==> src/rtl/dot_acc16_pkg.sv <==
// Shared constants for the dot_acc16 accumulator: data width and FSM encoding.
package dot_acc16_pkg;

  localparam int DATA_W = 16;

  localparam logic [1:0] ST_IDLE = 2'd0;
  localparam logic [1:0] ST_ACC  = 2'd1;
  localparam logic [1:0] ST_DONE = 2'd2;

  typedef enum logic [1:0] {
    IDLE = ST_IDLE,
    ACC  = ST_ACC,
    DONE = ST_DONE
  } state_t;

endpackage

==> src/rtl/dot_acc16_cla16.sv <==
// 16-bit carry-lookahead adder: four 4-bit lookahead groups joined by a second lookahead level.
module cla16 (
  input  logic [15:0] a,
  input  logic [15:0] b,
  input  logic        ci,
  output logic [15:0] s,
  output logic        co
);

  logic [15:0] p;
  logic [15:0] g;
  logic [15:0] c;
  logic [3:0]  gp;
  logic [3:0]  gg;
  logic [4:0]  gc;

  assign p = a ^ b;
  assign g = a & b;

  for (genvar k = 0; k < 4; k++) begin : g_grp
    assign gp[k] = &p[4*k +: 4];
    assign gg[k] = g[4*k+3]
                 | (p[4*k+3] & g[4*k+2])
                 | (p[4*k+3] & p[4*k+2] & g[4*k+1])
                 | (p[4*k+3] & p[4*k+2] & p[4*k+1] & g[4*k]);

    assign c[4*k]   = gc[k];
    assign c[4*k+1] = g[4*k] | (p[4*k] & gc[k]);
    assign c[4*k+2] = g[4*k+1] | (p[4*k+1] & g[4*k]) | (p[4*k+1] & p[4*k] & gc[k]);
    assign c[4*k+3] = g[4*k+2] | (p[4*k+2] & g[4*k+1]) | (p[4*k+2] & p[4*k+1] & g[4*k])
                    | (p[4*k+2] & p[4*k+1] & p[4*k] & gc[k]);
  end

  // Group carries are fully expanded so no carry ripples between groups.
  assign gc[0] = ci;
  assign gc[1] = gg[0] | (gp[0] & ci);
  assign gc[2] = gg[1] | (gp[1] & gg[0]) | (gp[1] & gp[0] & ci);
  assign gc[3] = gg[2] | (gp[2] & gg[1]) | (gp[2] & gp[1] & gg[0]) | (gp[2] & gp[1] & gp[0] & ci);
  assign gc[4] = gg[3] | (gp[3] & gg[2]) | (gp[3] & gp[2] & gg[1]) | (gp[3] & gp[2] & gp[1] & gg[0])
               | (gp[3] & gp[2] & gp[1] & gp[0] & ci);

  assign s  = p ^ c;
  assign co = gc[4];

endmodule

==> src/rtl/dot_acc16.sv <==
// Sums N_TERMS unsigned 16-bit beats through one cla16 and presents one result per transaction.
module dot_acc16
  import dot_acc16_pkg::*;
#(
  parameter int N_TERMS = 4
) (
  input  logic              clk,
  input  logic              reset,
  input  logic              start,
  input  logic [DATA_W-1:0] in_data,
  input  logic              in_valid,
  output logic              in_ready,
  output logic [DATA_W-1:0] out_sum,
  output logic              out_ovf,
  output logic              out_valid,
  input  logic              out_ack,
  output logic              busy
);

  localparam int              CNT_W    = $clog2(N_TERMS) + 1;
  localparam logic [CNT_W-1:0] LAST_CNT = CNT_W'(N_TERMS - 1);

  // Handshakes: a beat transfers on any edge where in_valid && in_ready; the result
  // is held while out_valid is high and is released by the first edge with out_ack.
  state_t            state_q, state_d;
  logic [DATA_W-1:0] acc_q, acc_d;
  logic              ovf_q, ovf_d;
  logic [CNT_W-1:0]  cnt_q, cnt_d;
  logic              in_ready_q, in_ready_d;
  logic              out_valid_q, out_valid_d;
  logic              busy_q, busy_d;

  logic [DATA_W-1:0] add_s;
  logic              add_co;
  logic              accept;

  cla16 U0_cla16 (
    .a  (acc_q),
    .b  (in_data),
    .ci (1'b0),
    .s  (add_s),
    .co (add_co)
  );

  assign accept = in_valid && in_ready_q;

  always_comb begin
    state_d = state_q;
    acc_d   = acc_q;
    ovf_d   = ovf_q;
    cnt_d   = cnt_q;
    case (state_q)
      IDLE: begin
        if (start) begin
          acc_d   = '0;
          ovf_d   = 1'b0;
          cnt_d   = '0;
          state_d = ACC;
        end
      end
      ACC: begin
        if (accept) begin
          acc_d = add_s;
          ovf_d = ovf_q | add_co;
          cnt_d = cnt_q + CNT_W'(1);
          if (cnt_q == LAST_CNT) state_d = DONE;
        end
      end
      DONE: begin
        if (out_ack) state_d = IDLE;
      end
      default: state_d = IDLE;
    endcase
    // Status outputs are decoded from the next state so they are registered, not combinational.
    in_ready_d  = (state_d == ACC);
    out_valid_d = (state_d == DONE);
    busy_d      = (state_d != IDLE);
  end

  always_ff @(posedge clk or posedge reset) begin
    if (reset) begin
      state_q     <= IDLE;
      acc_q       <= '0;
      ovf_q       <= 1'b0;
      cnt_q       <= '0;
      in_ready_q  <= 1'b0;
      out_valid_q <= 1'b0;
      busy_q      <= 1'b0;
    end else begin
      state_q     <= state_d;
      acc_q       <= acc_d;
      ovf_q       <= ovf_d;
      cnt_q       <= cnt_d;
      in_ready_q  <= in_ready_d;
      out_valid_q <= out_valid_d;
      busy_q      <= busy_d;
    end
  end

  assign in_ready  = in_ready_q;
  assign out_sum   = acc_q;
  assign out_ovf   = ovf_q;
  assign out_valid = out_valid_q;
  assign busy      = busy_q;

endmodule

==> config.mk <==
export PLATFORM = sky130hd
export DESIGN_NAME = dot_acc16
export DESIGN_NICKNAME = d
export VERILOG_FILES = /design/src/rtl/dot_acc16_pkg.sv /design/src/rtl/dot_acc16_cla16.sv /design/src/rtl/dot_acc16.sv
export SDC_FILE = /design/constraint.sdc
export NUM_CORES = 1
export LEC_CHECK = 0
export ABC_AREA = 1
export CAP_MARGIN = 20
export CORE_MARGIN = 3
export CORE_UTILIZATION = 45
export DETAILED_ROUTE_END_ITERATION = 8
export GPL_ROUTABILITY_DRIVEN = 1
export GPL_TIMING_DRIVEN = 1
export PLACE_DENSITY_LB_ADDON = 0.25
export SETUP_SLACK_MARGIN = 0.3
export SLEW_MARGIN = 20
export SYNTH_ARGS = -nofsm -noshare
export SYNTH_HDL_FRONTEND = slang
export SYNTH_SLANG_ARGS = --single-unit
==> constraint.sdc <==
create_clock -name clk -period 5.9 [get_ports clk]
set_input_delay 1.77 -clock clk [delete_from_list [all_inputs] [get_ports clk]]
set_output_delay 1.77 -clock clk [all_outputs]
set_load 0.01 [all_outputs]
After elaboration in Yosys (flattened, before gate mapping)
Cells that the tools add are included.
- output and inout bits: 20
- bits in registers: 25
- logic and storage cells: 140
- mux-type cells: 14
- add/sub/neg operators: 1
- reduce and logical (&&, ||, !) cells: 8
- equality and inequality tests: 7
- bitwise logic cells: 103
- operator list (kind ; number):
    $and 1x1->1 ; 60
    $or 1x1->1 ; 40
    $mux 16 ; 2
    $pmux 16 s2 ; 1
    $xor 16x16->16 ; 2
    $and 16x16->16 ; 1
    $reduce_and 4->1 ; 3
    $mux 2 ; 4
    $mux 3 ; 2
    $pmux 2 s3 ; 1
    $pmux 3 s2 ; 1
    $eq 2x1->1 const B ; 2
    $eq 2x2->1 const B ; 2
    $ne 2x2->1 const B ; 2
    $reduce_bool 2->1 ; 2
    $add 3x1->3 const B ; 1
    $eq 3x2->1 const B ; 1
    $reduce_and 3->1 ; 1
    $logic_not 2->1 ; 1
    $mux 1 ; 2
    $pmux 1 s2 ; 1
    $logic_and 1x1->1 ; 1

Depth between registers and ports, before layout
Gate-level depths: netlist of run 1.
- depth after elaboration: 13
- mapped depth: 12
- depth with buffers taken out: 12

Modules after synthesis
Synthesis of run 1 repeated with hierarchy kept, for this count alone.
- cells, all modules: 240
- area, all modules: 1851.8 um^2
- modules (own cells, without submodules) (module ; area an instance (um^2) ; cells each ; instances ; seq. area each (um^2)):
    dot_acc16 ; 1084.8 ; 122 ; 1 ; 625.6
    cla16 ; 767.0 ; 118 ; 1 ; 0.0

Worst setup path before layout of run 1
No wires, ideal clock.
- path type: in2reg
- from: in in_data[3]
- to: reg acc_q[9] (netlist: out_sum[9])
- stages on the path: 9
- arrival: 3.297 ns
- path slack: 2.511 ns
- library setup time: 0.092 ns
- cell sequence: ha_1 -> or2_0 -> nand2_1 -> nand2_1 -> nand2_1 -> nand2_2 -> fa_1 -> xnor2_1 -> o31ai_2
- longest elaborated chain between the ends: 12
- elaborated cells between the ends (all ways): 17
- classes of those cells: 2 x mux; 15 x bitwise
- ends and longest elaborated chain (element ; line ; RTL):
    from (decl) ; dot_acc16.sv:10 ; input logic [DATA_W-1:0] in_data,
    $xor 16x16->16 ; dot_acc16_cla16.sv:17 ; assign p = a ^ b;
    $and 1x1->1, on equally long branches ; dot_acc16_cla16.sv:23, dot_acc16_cla16.sv:24, dot_acc16_cla16.sv:25 ;
    $or 1x1->1, or another cell as far along ; dot_acc16_cla16.sv:23 ; | (p[4*k+3] & g[4*k+2])
    $or 1x1->1 / $and 1x1->1 (equally long branches) ; dot_acc16_cla16.sv:24, dot_acc16_cla16.sv:25 ;
    $or 1x1->1 * ; dot_acc16_cla16.sv:25 ; | (p[4*k+3] & p[4*k+2] & p[4*k+1] & g[4*k]);
    $and 1x1->1 * ; dot_acc16_cla16.sv:37 ; assign gc[2] = gg[1] | (gp[1] & gg[0]) | (gp[1] & gp[0] & ci);
    $or 1x1->1 * ; dot_acc16_cla16.sv:37 ;
    $and 1x1->1 * ; dot_acc16_cla16.sv:28 ; assign c[4*k+1] = g[4*k] | (p[4*k] & gc[k]);
    $or 1x1->1 * ; dot_acc16_cla16.sv:28 ;
    $xor 16x16->16 * ; dot_acc16_cla16.sv:42 ; assign s = p ^ c;
    $mux 16 * ; dot_acc16.sv:62 ; if (accept) begin
    $pmux 16 s2 * ; dot_acc16.sv:52 ; case (state_q)
    to (signal assigned) ; dot_acc16.sv:83 ; acc_q <= '0;
    to (signal assigned) ; dot_acc16.sv:91 ; acc_q <= acc_d;
    to (decl) ; dot_acc16.sv:26 ; logic [DATA_W-1:0] acc_q, acc_d;
Mark *: on every way between the ends. The rest lies on a longest branch, timed or not. The select of a mux whose other input is x is not followed.
A chain may end at the register's enable or synchronous reset.

Worst setup path after layout of run 1
Ends and elaborated chain as after synthesis.

==> results.cfg, run 1 <==
[sta]
finalSetupViolCount = 0
grt_setup_unrepaired = false
holdWs_ns = 0.514
finalHoldViolations = 0
setup_tns_ns = 0
period_needed_ns = 3.68
clock-skew-final_ns = 0.00175
final-max-slew-violation-count = 0
max_freq_mhz = 272
worst_pin_slew_ns = 0.942
final.period_utilization_pct = 62.3
worst_slack_ns = 2.22
timing.slew.headroom_pct = 36.8

[setup_path]
crit_type = primary input to register
cp_max_fo = 5
critPathMaxStageDelay_ns = 0.41
r2r_start = out_sum[3]
arrival_ns = 3.86
path_delay_family = adder cells
slowest_stage = clkdlybuf4s50_1
end_kind = register
rr_worst_depth = 9
cpMostUsedCell = nand2_1
reg2reg_setup_slack_ns = 3.74
start_kind = primary input
cp_cell_sequence = clkdlybuf4s50_1 > ha_1 > or2_0 > nand2_1 > nand2_1 > nand2_1 > nand2_2 > fa_1 > xnor2_1 > o31ai_2
r2r_end = out_sum[9]
required_ns = 6.09
path_buf_inv = 1

[grt]
top_usage_layer = met2
grt_pass1_wl_mm = 6.13
grt_usage_pct = 17.6
grt_use_met3_pct = 3.66
use_met2_pct = 28.9
antenna_found_initial = 0
grt_max_degree = 26
grt_pass1_vias = 1415
overflow = 0
grtUsageMet1_pct = 23.7

[routing]
ant_nets = 0
drc_errors = 0
routed_via_density = 5.01
wl_mm = 3.53
dr.pass1.iters = 4
wl_per_cell_um = 12.1
drt_first_iter_violations = 54
via_count = 1463

[min_path]
min_from = cnt_q[0]
holdPathStages = 1
min_path_type = register to register
min_to = cnt_q[0]

[logic_synthesis]
synthesis.area_um2 = 1700
ys_seq_area_share_pct = 36.7
synthCells = 205
ys_seq_elements = 25
avgSynthCellArea_um2 = 8.31
synth_fp_nets = 248
ys_warn_count = 0
synth.distinct_cells = 26

[final_layout]
area_delta_synth_final_pct = 28.3
fillers = 324
drive_above_1_share_pct = 6.50
final-seq-area_um2 = 626
multiInputGateArea_um2 = 948
fin_nets = 290
final_cells = 292
num_antenna_cells = 0

[cts]
cts_root_buf = clkbuf_8
clock_sinks = 25
cts_made_buffers = 3
clkTransAtPathRegs_ns = 0.09
cts_setup_buffers = 0
cts_resized = 0
postCtsHoldBufs = 0
cts_tree = built
ctsHtreeMaxLevel = 1
clkLatencyLatePin_ns = 0.27
cts_buffer_depth = 2

[placed_design]
dpl.hpwl_mm = 2.64
place_inst = 288
place_ws_ns = 1.93
gp_congestion = 0.802
io_buffers = 40

[power]
leakage_nw = 1.12
power_mw = 1.04
peakVddDrop_mv = 0.267
power.density_nw_per_um2 = 475

[die]
die_h_um = 67.5
die_area_um2 = 4560
ioPinCount = 41
core_um2 = 3490
die_w_um = 67.5
rows = 21
initial_core_util_pct = 48.8

[outcome]
run_status = finished, final reports clean

[job]
cap_violations = 0
==> state kept, by name, summed over array words and instances (netlist names) <==
register   count
busy           1
cnt_q          3
in_ready       1
out_ovf        1
out_sum       16
out_valid      1
state_q        2
==> routing by layer <==
layer	routed length (µm)	share of wire (%)
met5	0	0
met2	1670	47
met1	1670	47
met3	166	4.7
met4	23	0.65
==> cell type report <==
cell class	count	share of cell area, %
clock inverter	1	0.229
sequential	25	28.6
tap	46	2.63
multi-input combinational	148	43.4
inverter	29	4.98
clock buffer	3	1.89
timing repair buffer	40	18.3
==> how the worst max path moves through the flow <==
stage | from | slack, ns | endpoint | cells after the start
2_1_floorplan | in_data[3] | 2.51 | out_sum[9] | 9
3_3_place_gp | in_data[3] | 1.99 | out_sum[9] | 10
3_5_place_dp | in_data[3] | 1.93 | out_sum[9] | 10
4_1_cts | in_data[3] | 2.22 | out_sum[9] | 10
5_1_grt | in_data[3] | 2.12 | out_sum[9] | 10
6_report | in_data[3] | 2.22 | out_sum[9] | 10
==> layout by cell type (no fill, tap or decap), drive strengths merged <==
| cell | count |
|---|---|
| o31ai | 3 |
| inv | 28 |
| nand2 | 62 |
| dfrtp | 25 |
| o21ai | 6 |
| ha | 18 |
| and3 | 1 |
| xnor2 | 4 |
| clkinv | 2 |
| clkbuf | 3 |
| nand3 | 17 |
| a21boi | 1 |
| a21oi | 7 |
| clkdlybuf4s50 | 40 |
| a21o | 1 |
| nand3b | 1 |
| or2 | 2 |
| o32ai | 2 |
| a22o | 6 |
| fa | 4 |
| nand4 | 2 |
| nor2 | 10 |
| o22ai | 1 |
==> cell families (layout without fill, tap and decap cells) <==
| family | Yosys count | after routing | share of synthesized area (%) |
|---|---|---|---|
| adders and majority gates | 22 | 22 | 17.9 |
| buffers and inverters | 32 | 73 | 7.64 |
| and+or+nand+nor | 95 | 95 | 24.3 |
| AOI/OAI and AO/OA | 27 | 27 | 11.4 |
| DFF | 25 | 25 | 36.7 |
| xor gates and xnor gates | 4 | 4 | 2.06 |
==> synth_stat cells (all sizes together) <==
| cell | n | area, µm² |
|---|---|---|
| nand3 | 17 | 85.1 |
| o32ai | 2 | 17.5 |
| a21oi | 7 | 35.0 |
| o22ai | 1 | 6.26 |
| xnor2 | 4 | 35.0 |
| or2 | 2 | 12.5 |
| ha | 18 | 225 |
| a21o | 1 | 7.51 |
| nand4 | 2 | 12.5 |
| nor2 | 10 | 52.6 |
| and3 | 1 | 6.26 |
| buf | 3 | 21.3 |
| a22o | 6 | 52.6 |
| fa | 4 | 80.1 |
| nand3b | 1 | 7.51 |
| dfrtp | 25 | 626 |
| o31ai | 3 | 37.5 |
| a21boi | 1 | 7.51 |
| inv | 29 | 109 |
| o21ai | 6 | 30.0 |
| nand2 | 62 | 238 |
==> power breakdown <==
group	internal [mW]	total [mW]	switching (mW)	leakage, nW
Combinational	0.298	0.633	0.336	0.780
Clock	0.0473	0.104	0.0572	0.0255
Sequential	0.243	0.301	0.0577	0.314
Total	0.588	1.04	0.450	1.12
==> per-stage QoR <==
stage / utilization [%] / cell area [µm²]
floorplan: - / 1700
global placement: 61.3 / 2140
detailed placement: 61.3 / 2140
CTS: 62.6 / 2190
global route: 62.6 / 2190
finish: 62.6 / 2190
(Power assumes the default switching activity.)
==> inputs of run 2 (changes only) <==
clock period = 3.5 ns   (was 5.9 ns; I/O delays follow)
==> run 2 against run 1 <==
Non-clock buffer count is 2 higher. Worst hold slack worse by 0.0042 ns. Design area up 0.63%. Via count up 2.9%. Critical path depth unchanged. Register-to-register slack worse by 2.4 ns. Core utilization is 0.39 points higher. Clock-buffer cell count up 1. First-iteration DRC count is 44% higher. Clock power grew 67%. Wire length rose by 1.5%. Total power up 70%. Critical path type unchanged.
==> results.cfg, run 2 (same netlist as run 1, synthesis figures left out) <==
[outcome]
run_status = finished, final reports clean

[final_layout]
area_delta_synth_final_pct = 29.1
drive_above_1_share_pct = 6.85
mostFrequentLayoutCells = 60 x nand2_1, 40 x clkdlybuf4s50_1, 25 x inv_1, 25 x dfrtp_1, 18 x ha_1
final_common_cell = nand2_1
post-route-util_pct = 63.0
fin_nets = 292
fillers = 322
final_cells = 294
num_antenna_cells = 0
largest_reg_flops = 16

[routing]
routed_via_density = 5.12
via_count = 1505
dr.pass1.iters = 4
wl_per_cell_um = 12.2
drc_errors = 0
ant_nets = 0
wl_mm = 3.58
drt_first_iter_violations = 78

[placed_design]
dpl.hpwl_mm = 2.78
gp_congestion = 0.797
place_inst = 290
io_buffers = 40

[power]
power.density_nw_per_um2 = 800
peakVddDrop_mv = 0.510
leakage_nw = 1.13

[setup_path]
cp-startpoint = in_data[3]
required_ns = 3.68
end_kind = register
r2r_start = out_sum[3]
crit_type = primary input to register
cp_max_fo = 5
arrival_ns = 3.14
start_kind = primary input

[sta]
worst_pin_slew_ns = 0.392
final-max-slew-violation-count = 0
period_needed_ns = 2.96
finalSetupViolCount = 0
setup_tns_ns = 0
final.period_utilization_pct = 84.6
clock-skew-final_ns = 0.00641
finalHoldViolations = 0
timing.slew.headroom_pct = 73.8
grt_setup_unrepaired = false
max_freq_mhz = 338

[cts]
cts_root_buf = clkbuf_8
clkTransAtPathRegs_ns = 0.08
cts_resized = 0
cts_tree = built
cts_made_buffers = 3
postCtsHoldBufs = 0
clkLatencyLatePin_ns = 0.27
cts_buffer_depth = 2
clock_sinks = 25
ctsHtreeMaxLevel = 1
cts_setup_buffers = 0

[job]
cap_violations = 0

[die]
core_um2 = 3490
ioPinCount = 41
initial_core_util_pct = 48.8
die_h_um = 67.5
rows = 21
die_w_um = 67.5
die_area_um2 = 4560

[grt]
antenna_found_initial = 0
overflow = 0
grt_pass1_wl_mm = 6.46
grt_max_degree = 26
grt_pass1_vias = 1503
grt_usage_pct = 18.2

[min_path]
min_from = cnt_q[0]
min_path_type = register to register
## run 2: cell count changes in the layout (fill, tap and decap cells not counted)
| cell | previous run | this run |
|---|---|---|
| buf_4 | 0 | 2 |
| clkbuf_1 | 0 | 1 |
| clkinv_1 | 1 | 0 |
| clkinv_2 | 1 | 0 |
| inv_1 | 24 | 25 |
## run 2: worst paths after layout
check | to | slack, ns | cells past startpoint
worst max-delay path | out_sum[9] | 0.54 | 10
worst min-delay path | cnt_q[0] | 0.51 | 1
worst max register to register | out_sum[9] | 1.34 | 9
worst min register to register | cnt_q[0] | 0.51 | 1
max in group asynchronous | cnt_q[0] | 2.11 | 3
min in group asynchronous | out_ovf | 1.12 | 3
## run 2: per-layer routing
| layer | track usage, % | vias to the layer above | routed length, µm |
|---|---|---|---|
| met2 | 30.7 | 45 | 1690 |
| met4 | 3.04 | 0 | 16 |
| met3 | 3.49 | 2 | 213 |
| li1 | - | 754 | - |
| met5 | 0 | - | 0 |
| met1 | 24.5 | 704 | 1670 |
## run 2: per-stage QoR
step                total power, mW  instance area [µm²]  hold WS [ns]  worst slack [ns]
floorplan                      1.23                 1700         0.465             0.831
global placement               1.57                 2160         0.485             0.309
detailed placement             1.60                 2160         0.491             0.248
CTS                            1.78                 2200         0.520             0.537
global route                   1.96                 2200         0.543             0.436
finish                         1.76                 2200         0.510             0.541
## run 2: area by class of cell
type / instances / area (µm²) / area share [%]
Inverter: 29 / 109 / 4.95
Clock buffer: 4 / 45.0 / 2.05
Tap cell: 46 / 57.6 / 2.62
Multi-Input combinational cell: 148 / 948 / 43.1
Sequential cell: 25 / 626 / 28.4
Timing Repair Buffer: 42 / 415 / 18.9
## run 2: power by group
part | internal, mW | switching [mW]
Sequential | 0.410 | 0.0951
Clock | 0.0815 | 0.0930
Combinational | 0.509 | 0.572
## run 2: worst max-delay path, cell delays in order
cell	delay, ns
clkdlybuf4s50_1	0.41
ha_1	0.34
or2_0	0.22
nand2_1	0.07
nand2_1	0.11
nand2_1	0.10
nand2_2	0.09
fa_1	0.38
xnor2_1	0.14
o31ai_2	0.22
